<file path="src/rtl/i2c_byte_shifter_if.sv">
// Byte-level I2C shifter bus: control/handshake from the sequencer and memory
// block, pin levels in, pin pull-downs and byte results out.
interface i2c_byte_shifter_if;
    logic       start;
    logic       rw;
    logic       nack;
    logic       rel;
    logic [7:0] din;
    logic       sda_in;
    logic       scl_in;
    logic       mem_oe;
    logic       scl_oe;
    logic       sda_oe;
    logic       busy;
    logic       done;
    logic       dout_vld;
    logic [7:0] dout;
    logic       ack_err;

    modport master (
        output start, rw, nack, rel, din, sda_in, scl_in,
        input  mem_oe, scl_oe, sda_oe, busy, done, dout_vld, dout, ack_err
    );

    modport slave (
        input  start, rw, nack, rel, din, sda_in, scl_in,
        output mem_oe, scl_oe, sda_oe, busy, done, dout_vld, dout, ack_err
    );
endinterface

</file>
<file path="src/rtl/i2c_byte_shifter.sv">
// Runs the nine SCL bit periods (8 data MSB first + ACK) of one I2C byte, TX or RX.
// Define I2C_CLK_STRETCH_EN to let a slave hold SCL low and stretch the high phase.
module i2c_byte_shifter #(
    parameter int unsigned DIV = 4
) (
    input  logic               clk,
    input  logic               rst,
    i2c_byte_shifter_if.slave  bus
);
    localparam int CNT_W = $clog2(DIV) + 1;

    typedef enum logic [2:0] {S_IDLE, S_LOAD, S_BIT_LO, S_BIT_HI, S_END} state_e;

    state_e           state_q, state_d;
    logic [CNT_W-1:0] cnt_q, cnt_d;
    logic [3:0]       bit_idx_q, bit_idx_d;
    logic [7:0]       shreg_q, shreg_d;
    logic             rw_q, rw_d;
    logic             nack_q, nack_d;
    logic             ack_q, ack_d;
    logic             mem_oe_q, mem_oe_d;
    logic             scl_oe_q, scl_oe_d;
    logic             sda_oe_q, sda_oe_d;
    logic             busy_q, busy_d;
    logic             done_q, done_d;
    logic             dout_vld_q, dout_vld_d;
    logic [7:0]       dout_q, dout_d;
    logic             ack_err_q, ack_err_d;

    logic stall, phase_end, last_bit, sample;

`ifdef I2C_CLK_STRETCH_EN
    assign stall = (state_q == S_BIT_HI) && !bus.scl_in;
`else
    logic unused_scl_in;
    assign unused_scl_in = bus.scl_in;
    assign stall         = 1'b0;
`endif

    assign phase_end = (cnt_q == CNT_W'(DIV - 1)) && !stall;
    assign last_bit  = (bit_idx_q == 4'd8);
    assign sample    = (state_q == S_BIT_HI) && phase_end;

    always_ff @(posedge clk) begin
        if (!rst) state_q <= S_IDLE;
        else      state_q <= state_d;
    end

    always_comb begin
        state_d = state_q;
        unique case (state_q)
            S_IDLE:   if (bus.start) state_d = S_LOAD;
            S_LOAD:   state_d = S_BIT_LO;
            S_BIT_LO: if (phase_end) state_d = S_BIT_HI;
            S_BIT_HI: if (phase_end) state_d = last_bit ? S_END : S_BIT_LO;
            S_END:    if (phase_end) state_d = S_IDLE;
            default:  state_d = S_IDLE;
        endcase
    end

    // NOTE: every signal gets a default before the case so no path can infer a latch.
    always_comb begin
        cnt_d      = '0;
        bit_idx_d  = bit_idx_q;
        shreg_d    = shreg_q;
        rw_d       = rw_q;
        nack_d     = nack_q;
        ack_d      = ack_q;
        sda_oe_d   = 1'b0;
        scl_oe_d   = scl_oe_q;

        if (state_q == S_IDLE && bus.start) begin
            rw_d   = bus.rw;
            nack_d = bus.nack;
        end

        if (state_q inside {S_BIT_LO, S_BIT_HI, S_END})
            cnt_d = phase_end ? '0 : (stall ? cnt_q : cnt_q + CNT_W'(1));

        if (state_q == S_LOAD) begin
            bit_idx_d = 4'd0;
            if (!rw_q) shreg_d = bus.din;
        end

        // TX shifts its own echoed bit in harmlessly; RX accumulates the byte.
        if (sample && !last_bit) begin
            shreg_d   = {shreg_q[6:0], bus.sda_in};
            bit_idx_d = bit_idx_q + 4'd1;
        end
        if (sample && last_bit) ack_d = bus.sda_in;

        done_d     = (state_q == S_END) && phase_end;
        dout_vld_d = done_d && rw_q;
        dout_d     = dout_vld_d ? shreg_q : dout_q;
        ack_err_d  = done_d ? (!rw_q && ack_q) : ack_err_q;
        mem_oe_d   = (state_d == S_LOAD);
        busy_d     = (state_d != S_IDLE);

        unique case (state_d)
            S_IDLE:   if (state_q == S_IDLE && bus.rel) scl_oe_d = 1'b0;
            S_LOAD:   scl_oe_d = scl_oe_q;
            S_BIT_LO: begin
                scl_oe_d = 1'b1;
                if (state_q != S_BIT_LO)
                    sda_oe_d = (bit_idx_d == 4'd8) ? (rw_q & ~nack_q)
                                                   : (~rw_q & ~shreg_d[7]);
                else
                    sda_oe_d = sda_oe_q;
            end
            S_BIT_HI: begin
                scl_oe_d = 1'b0;
                sda_oe_d = sda_oe_q;
            end
            S_END:    scl_oe_d = 1'b1;
            default:  scl_oe_d = 1'b0;
        endcase
    end

    // NOTE: sequential state uses non-blocking assignments only; datapath flops are
    // reset too so an aborted transfer leaves nothing stale behind.
    always_ff @(posedge clk) begin
        if (!rst) begin
            cnt_q      <= '0;
            bit_idx_q  <= '0;
            shreg_q    <= '0;
            rw_q       <= 1'b0;
            nack_q     <= 1'b0;
            ack_q      <= 1'b0;
            mem_oe_q   <= 1'b0;
            scl_oe_q   <= 1'b0;
            sda_oe_q   <= 1'b0;
            busy_q     <= 1'b0;
            done_q     <= 1'b0;
            dout_vld_q <= 1'b0;
            dout_q     <= 8'h00;
            ack_err_q  <= 1'b0;
        end else begin
            cnt_q      <= cnt_d;
            bit_idx_q  <= bit_idx_d;
            shreg_q    <= shreg_d;
            rw_q       <= rw_d;
            nack_q     <= nack_d;
            ack_q      <= ack_d;
            mem_oe_q   <= mem_oe_d;
            scl_oe_q   <= scl_oe_d;
            sda_oe_q   <= sda_oe_d;
            busy_q     <= busy_d;
            done_q     <= done_d;
            dout_vld_q <= dout_vld_d;
            dout_q     <= dout_d;
            ack_err_q  <= ack_err_d;
        end
    end

    assign bus.mem_oe   = mem_oe_q;
    assign bus.scl_oe   = scl_oe_q;
    assign bus.sda_oe   = sda_oe_q;
    assign bus.busy     = busy_q;
    assign bus.done     = done_q;
    assign bus.dout_vld = dout_vld_q;
    assign bus.dout     = dout_q;
    assign bus.ack_err  = ack_err_q;
endmodule

</file>
<file path="src/flat_wrapper.sv">
// flat-port wrapper written by rule: the top's interface ports become plain ports
module i2c_byte_shifter_flat 
#(
    parameter int unsigned DIV = 4
)
  (clk, rst, bus_start, bus_rw, bus_nack, bus_rel, bus_din, bus_sda_in, bus_scl_in, bus_mem_oe, bus_scl_oe, bus_sda_oe, bus_busy, bus_done, bus_dout_vld, bus_dout, bus_ack_err);
  i2c_byte_shifter_if bus_i ();
  input  logic clk;
  input  logic rst;
  input wire logic [$bits(bus_i.start)-1:0] bus_start;
  input wire logic [$bits(bus_i.rw)-1:0] bus_rw;
  input wire logic [$bits(bus_i.nack)-1:0] bus_nack;
  input wire logic [$bits(bus_i.rel)-1:0] bus_rel;
  input wire logic [$bits(bus_i.din)-1:0] bus_din;
  input wire logic [$bits(bus_i.sda_in)-1:0] bus_sda_in;
  input wire logic [$bits(bus_i.scl_in)-1:0] bus_scl_in;
  output wire logic [$bits(bus_i.mem_oe)-1:0] bus_mem_oe;
  output wire logic [$bits(bus_i.scl_oe)-1:0] bus_scl_oe;
  output wire logic [$bits(bus_i.sda_oe)-1:0] bus_sda_oe;
  output wire logic [$bits(bus_i.busy)-1:0] bus_busy;
  output wire logic [$bits(bus_i.done)-1:0] bus_done;
  output wire logic [$bits(bus_i.dout_vld)-1:0] bus_dout_vld;
  output wire logic [$bits(bus_i.dout)-1:0] bus_dout;
  output wire logic [$bits(bus_i.ack_err)-1:0] bus_ack_err;
  assign bus_i.start = bus_start;
  assign bus_i.rw = bus_rw;
  assign bus_i.nack = bus_nack;
  assign bus_i.rel = bus_rel;
  assign bus_i.din = bus_din;
  assign bus_i.sda_in = bus_sda_in;
  assign bus_i.scl_in = bus_scl_in;
  assign bus_mem_oe = bus_i.mem_oe;
  assign bus_scl_oe = bus_i.scl_oe;
  assign bus_sda_oe = bus_i.sda_oe;
  assign bus_busy = bus_i.busy;
  assign bus_done = bus_i.done;
  assign bus_dout_vld = bus_i.dout_vld;
  assign bus_dout = bus_i.dout;
  assign bus_ack_err = bus_i.ack_err;
  i2c_byte_shifter #(.DIV(DIV)) u_core (.clk(clk), .rst(rst), .bus(bus_i));
endmodule
</file>
<file path="config.mk">
export PLATFORM = sky130hd
export DESIGN_NAME = i2c_byte_shifter_flat
export DESIGN_NICKNAME = d
export VERILOG_FILES = /design/src/rtl/i2c_byte_shifter_if.sv /design/src/rtl/i2c_byte_shifter.sv /design/src/flat_wrapper.sv
export SDC_FILE = /design/constraint.sdc
export NUM_CORES = 1
export LEC_CHECK = 0
export BUFFER_PORTS_ARGS = -buffer_cell sky130_fd_sc_hd__buf_2
export CORE_MARGIN = 2
export CORE_UTILIZATION = 29
export DETAILED_ROUTE_END_ITERATION = 12
export HOLD_SLACK_MARGIN = 0.02
export PLACE_DENSITY_LB_ADDON = 0.15
export SLEW_MARGIN = 40
export SYNTH_ARGS = -nofsm -noshare
export SYNTH_HDL_FRONTEND = slang
export SYNTH_SLANG_ARGS = --single-unit
</file>
<file path="constraint.sdc">
create_clock -name clk -period 2.1 [get_ports clk]
set_clock_uncertainty 0.2 [all_clocks]
set_input_delay 0.105 -clock clk [delete_from_list [all_inputs] [get_ports clk]]
set_output_delay 0.105 -clock clk [all_outputs]
set_load 0.005 [all_outputs]
</file>
==> results.tsv, run 1 <==
stage	metric	value	unit
clocking	clock root buffer	clkbuf_8	
placement	Port Buf Inserts	29	
setup_path	CP max stage cell	dfxtp_2	
power	Power per Cell Area	649	mW/mm^2
yosys	mean cell area of the mapped netlist	8.71	um^2
global_route	largest net degree at the start of global routing	27	
clocking	Clock Latency Late Sink	280	ps
setup_path	CP endpoint kind	flop	
yosys	Mapped Area	0.00170	mm^2
global_route	first-pass GRT wire length	6580	um
clocking	Bufs on Longest Clock Path	2	
timing	Slew @ Worst Pin	335	ps
timing	Achievable Freq	502	MHz
yosys	Yosys top cell by area	dfxtp_1	
clocking	clock sink count	36	
timing	RSZ-0062 raised after global routing	no	
clocking	H-tree depth	2	
global_route	most used routing layer in global routing	met2	
setup_path	Worst Path Max Fanout	5	
setup_path	max incr delay on CP	340	ps
timing	setup_tns	0	ps
floorplan	Ports	31	
yosys	Synth cell types	44	
floorplan	CORE AREA	0.00557	mm^2
timing	fin crit share	0.948	
power	peak supply drop	0.240	mV
floorplan	die area	0.00649	mm^2
timing	Final Max Tran Viols	0	
clocking	CTS clk-pin slew, worst paths	80	ps
yosys	area share of the leading cell type in the synthesized netlist	0.424	
power	Leak	0.000877	uW
timing	Fin. Hold Viols	0	
timing	Setup Viol. Count Final	0	
cells_and_area	layout cells sized above 1	0.245	
detailed_routing	ANT nets after route	0	
yosys	Cells after Synth	195	
setup_path	CP Class	reg -> reg	
cells_and_area	Area growth syn-to-layout	29.5	%
clocking	CTS buffer count	5	
cells_and_area	antenna diode count	0	
setup_path	dominant delay contributor by cell family on the critical path	compound AO/OA/AOI/OAI gates	
placement	placed cells	295	
setup_path	Startpoint Class	flop	
floorplan	chip width	80.5	um
yosys	number of synthesized flops with an enable pin	0	
detailed_routing	DRC viols	0	
setup_path	Worst EP arrival	2010	ps
yosys	Mapped Nets	216	
floorplan	Initial Util	0.305	
yosys	count leader, synth	dfxtp_1	
timing	relative slew slack	0.771	
global_route	met1 global-route usage	0.185	
outcome	outcome	completed	
cells_and_area	nets	265	
global_route	GR met2 Demand/Resource	0.188	
global_route	GRT Residual Overflow	0	
placement	DP HPWL	2740	um
detailed_routing	Iter 0 DRT Violations	113	
detailed_routing	Via density	4.78	
clocking	CTS tree	done	
setup_path	most frequent CP cell	ha_2	
global_route	via count of the first global-routing pass	1364	
yosys	most frequent cells after synthesis	dfxtp_1 (36), nor2_1 (25), a21oi_1 (19)	
placement	GP Congestion	0.751	
yosys	flops & latches, synth	36	
detailed_routing	DRT Pass-1 Iters	4	
cells_and_area	post-route cell area	0.00220	mm^2
global_route	GR Util All Layers	0.131	
setup_path	CP bufs+invs	0	
floorplan	Die Y	80.5	um
setup_path	worst path cell trace	ha_2 -> ha_2 -> and4b_4 -> a41oi_1 -> o311a_1 -> o32a_1 -> a21oi_1	
timing	Hold WS	46.5	ps
placement	placed cell area	0.00197	mm^2
yosys	sequential cell area fraction in the yosys report	0.424	
run	Max Cap Violations	0	
cells_and_area	Final Instance Count excl. Fillers	317	
yosys	prevailing post-synth register cell	dfxtp_1	
yosys	top post-synthesis cells by area	dfxtp_1 (42%), mux2i_1 (6.5%), a21oi_1 (5.6%)	
detailed_routing	Routed WL	3980	um
global_route	antenna violations before repair	0	
hold_path	Tightest Hold Check Type	in -> reg	
detailed_routing	DR vias	1516	
setup_path	required time of the critical path	2120	ps
timing	minimum clock period	1990	ps
yosys	YS warnings	0	
detailed_routing	Avg WL per Cell	12.5	um
floorplan	row cnt	27	
global_route	routing usage on met3	0.0393	
yosys	Post-synth ARST share	0	
## report_power, final
part / switching (uW) / internal, uW / total, uW / leakage (uW)
clock: 254 / 262 / 516 / 0.0000510
combinational: 87.5 / 97.1 / 185 / 0.000533
sequential: 19.4 / 709 / 728 / 0.000293
## cells by family after synthesis
kind of cell | after synthesis | share of synthesized area
AND/OR/NAND/NOR | 78 | 0.242
adder cells (fa/ha/maj) | 5 | 0.0368
multiplexers | 12 | 0.0714
buffers and inverters | 18 | 0.0464
XOR/XNOR | 1 | 0.00516
AO/OA/AOI/OAI | 45 | 0.175
flip-flops | 36 | 0.424
## stage by stage
step | setup slack [ps] | total power, uW | utilization
global route | 1.40 | 1510 | 0.395
finish | 109 | 1430 | 0.395
floorplan | 170 | 848 | -
CTS | 15.3 | 1450 | 0.391
global placement | 50.0 | 911 | 0.353
detailed placement | 45.7 | 908 | 0.353
## worst register-to-register path, cell delays in order (launching register included)
cell,delay [ps]
dfxtp_2,340
ha_2,180
ha_2,190
and4b_4,280
a41oi_1,120
o311a_1,160
o32a_1,320
a21oi_1,130
## registers in the layout, summed over array words and instances (netlist names)
signal,cells
u_core.ack_q,1
u_core.bit_idx_q,4
u_core.bus.ack_err,1
u_core.bus.busy,1
u_core.bus.done,1
u_core.bus.dout,8
u_core.bus.dout_vld,1
u_core.bus.mem_oe,1
u_core.bus.scl_oe,1
u_core.bus.sda_oe,1
u_core.cnt_q,3
u_core.nack_q,1
u_core.rw_q,1
u_core.shreg_q,8
u_core.state_q,3
## per-layer routing
layer  part of all wire  vias up
met3              0.051        4
met2               0.42       29
li1                   -      795
met5                  0        -
met4             0.0073        0
met1               0.52      688
## placed cells by master, fill, tap and decap left out, types with 2 or more instances in the layout
master          n
a211oi_1        8
a21oi_1        19
and2_1          3
and3_1          3
buf_2          29
buf_4          13
clkbuf_8        6
clkinv_2        2
dfxtp_1        35
dlygate4sd3_1  12
ha_1            3
ha_2            2
inv_1           5
mux2i_1        11
nand2_1        13
nand2b_1        3
nand3_1        11
nand3b_1        2
nand4b_1        2
nor2_1         25
nor3_1          4
o21ai_0         6
o32a_1          2
## cell type report
| type | count | area, um^2 |
|---|---|---|
| Sequential cell | 36 | 722 |
| Inverter | 6 | 22.5 |
| Clock inverter | 2 | 10.0 |
| Clock buffer | 6 | 82.6 |
| Multi-Input combinational cell | 141 | 911 |
| Timing Repair Buffer | 54 | 363 |
| Fill cell | 593 | 3370 |
| Tap cell | 72 | 90.1 |
## final timing paths
check / start / endpoint / slack, ps / cells after the start
max: u_core.cnt_q[0] / u_core.bus.sda_oe / 110 / 7
min: bus_din[7] / u_core.shreg_q[7] / 50 / 3
max reg2reg: u_core.cnt_q[0] / u_core.bus.sda_oe / 110 / 7
min reg2reg: u_core.cnt_q[0] / u_core.cnt_q[0] / 210 / 1
## timing repair
action	4_1_cts	5_1_grt
buffers inserted	0	2
hold buffers	12	0
setup endpoints to repair	0	1
gates resized for setup	0	3
hold endpoints to repair	17	0
Note: power is estimated with default switching activity, not from simulation.
==> run 2: changes to the inputs <==
--- a/config.mk
+++ b/config.mk
@@ -13,2 +13,3 @@
 export PLACE_DENSITY_LB_ADDON = 0.15
+export SKIP_CTS_REPAIR_TIMING = 1
 export SLEW_MARGIN = 40
==> constraint.sdc (replaced) <==
create_clock -name clk -period 2.1 [get_ports clk]
set_clock_uncertainty 0.2 [all_clocks]
set_input_delay 0 -clock clk [delete_from_list [all_inputs] [get_ports clk]]
set_output_delay 0 -clock clk [all_outputs]
set_load 0.005 [all_outputs]
==> results.tsv, run 2 (same netlist as run 1, synthesis figures left out) <==
stage	metric	value	unit	change
timing	setup_tns	0	ps	unchanged
setup_path	max incr delay on CP	360	ps	+20 ps
setup_path	Startpoint Class	flop		
timing	Achievable Freq	505	MHz	+0.50%
global_route	antenna violations before repair	0		unchanged
placement	GP Congestion	0.802		+6.8%
detailed_routing	met3 WL	152	um	-25%
detailed_routing	DRT Pass-1 Iters	4		unchanged
clocking	CTS clk-pin slew, worst paths	70	ps	about the same
timing	Final Max Tran Viols	0		unchanged
setup_path	CP bufs+invs	0		unchanged
cells_and_area	Final Instance Count excl. Fillers	318		+0.32%
detailed_routing	top sig layer	met4		
power	Power per Cell Area	679	mW/mm^2	+4.6%
global_route	first-pass GRT wire length	6390	um	-2.8%
timing	Setup Viol. Count Final	0		unchanged
hold_path	Tightest Hold Check Type	reg -> reg		
outcome	outcome	completed		
placement	placed cells	295		unchanged
clocking	clock sink count	36		unchanged
clocking	Clock Latency Late Sink	290	ps	about the same
floorplan	Initial Util	0.305		unchanged
setup_path	required time of the critical path	2120	ps	about the same
setup_path	CP Class	reg -> reg		
run	Max Cap Violations	0		unchanged
setup_path	CP endpoint kind	flop		
global_route	largest net degree at the start of global routing	21		-22%
global_route	GRT Residual Overflow	0		unchanged
timing	minimum clock period	1980	ps	-9.87 ps
power	Power Total	1530	uW	+6.8%
global_route	via count of the first global-routing pass	1339		-1.8%
setup_path	worst path cell trace	ha_2 -> ha_2 -> and4b_4 -> a21oi_4 -> a32oi_2 -> o32a_1 -> a21oi_1		
floorplan	die area	0.00649	mm^2	unchanged
power	peak supply drop	0.246	mV	+2.4%
detailed_routing	DRC viols	0		unchanged
cells_and_area	commonest non-fill, non-tap cell in the layout	dfxtp_1		
detailed_routing	Routed WL	3990	um	+0.35%
floorplan	Ports	31		unchanged
setup_path	most frequent CP cell	ha_2		
floorplan	CORE AREA	0.00557	mm^2	unchanged
setup_path	Worst EP arrival	2000	ps	about the same
cells_and_area	nets	266		+0.38%
power	Leak	0.000887	uW	+1.2%
cells_and_area	antenna diode count	0		unchanged
floorplan	row cnt	27		unchanged
clocking	H-tree depth	2		unchanged
placement	Port Buf Inserts	29		unchanged
clocking	Bufs on Longest Clock Path	2		unchanged
clocking	CTS tree	done		
detailed_routing	ANT nets after route	0		unchanged
detailed_routing	Avg WL per Cell	12.5	um	about the same
detailed_routing	DR vias	1516		unchanged
cells_and_area	most frequent cells in the layout	dfxtp_1 (35), buf_2 (29), nor2_1 (25)		
clocking	clock root buffer	clkbuf_8		
timing	relative slew slack	0.735		-0.0353
setup_path	CP max stage cell	o32a_1		
global_route	GR Util All Layers	0.130		-0.00102
timing	fin crit share	0.943		-0.00470
detailed_routing	Iter 0 DRT Violations	50		-56%
detailed_routing	Via density	4.77		-0.31%
detailed_routing	Met1 Routed Length	2070	um	+0.24%
cells_and_area	Area growth syn-to-layout	32.3	%	
floorplan	Die Y	80.5	um	unchanged
detailed_routing	Met2 Wirelength	1700	um	+1.4%
timing	Slew @ Worst Pin	396	ps	+61.1 ps
timing	RSZ-0062 raised after global routing	no		
placement	DP HPWL	2810	um	+2.4%
timing	Fin. Hold Viols	0		unchanged
cells_and_area	layout cells sized above 1	0.244		-0.000996
setup_path	R2R Setup Slk	120	ps	about the same
setup_path	dominant delay contributor by cell family on the critical path	compound AO/OA/AOI/OAI gates		
clocking	CTS buffer count	5		unchanged
setup_path	Worst Path Max Fanout	5		unchanged
floorplan	chip width	80.5	um	unchanged
## run 2: final cells by class
type / instances / area [um^2]
Tap cell: 72 / 90.1
Timing Repair Buffer: 55 / 375
Fill cell: 580 / 3330
Inverter: 6 / 22.5
Multi-Input combinational cell: 141 / 930
Sequential cell: 36 / 722
Clock buffer: 6 / 72.6
Clock inverter: 2 / 35.0
## run 2: report_power, final
part | internal [uW] | switching, uW
sequential | 709 | 22.4
combinational | 99.3 | 88.1
clock | 352 | 254
total | 1160 | 365
## run 2: per-layer routing
metal / GRT usage / vias up
li1: - / 798
met1: 0.180 / 688
met2: 0.184 / 24
met3: 0.0404 / 6
met4: 0.0559 / 0
met5: 0 / -
## run 2: path summary, 6_finish.rpt
kind / startpoint / endpoint / cells after the start
worst max-delay path: u_core.cnt_q[0] / u_core.bus.sda_oe / 7
worst min register to register: u_core.cnt_q[0] / u_core.cnt_q[0] / 1
worst max register to register: u_core.cnt_q[0] / u_core.bus.sda_oe / 7
worst min-delay path: u_core.cnt_q[0] / u_core.cnt_q[0] / 1
## run 2: per-stage QoR
step | cell area [um^2] | hold WS, ps | utilization | setup slack, ps
after floorplan | 1700 | -78.3 | - | 170
after global placement | 1970 | 41.2 | 0.353 | 82.2
after detailed placement | 1970 | 53.1 | 0.353 | 75.1
after CTS | 2070 | -252 | 0.372 | 49.3
after global routing | 2250 | 224 | 0.403 | 9.51
final | 2250 | 203 | 0.403 | 119
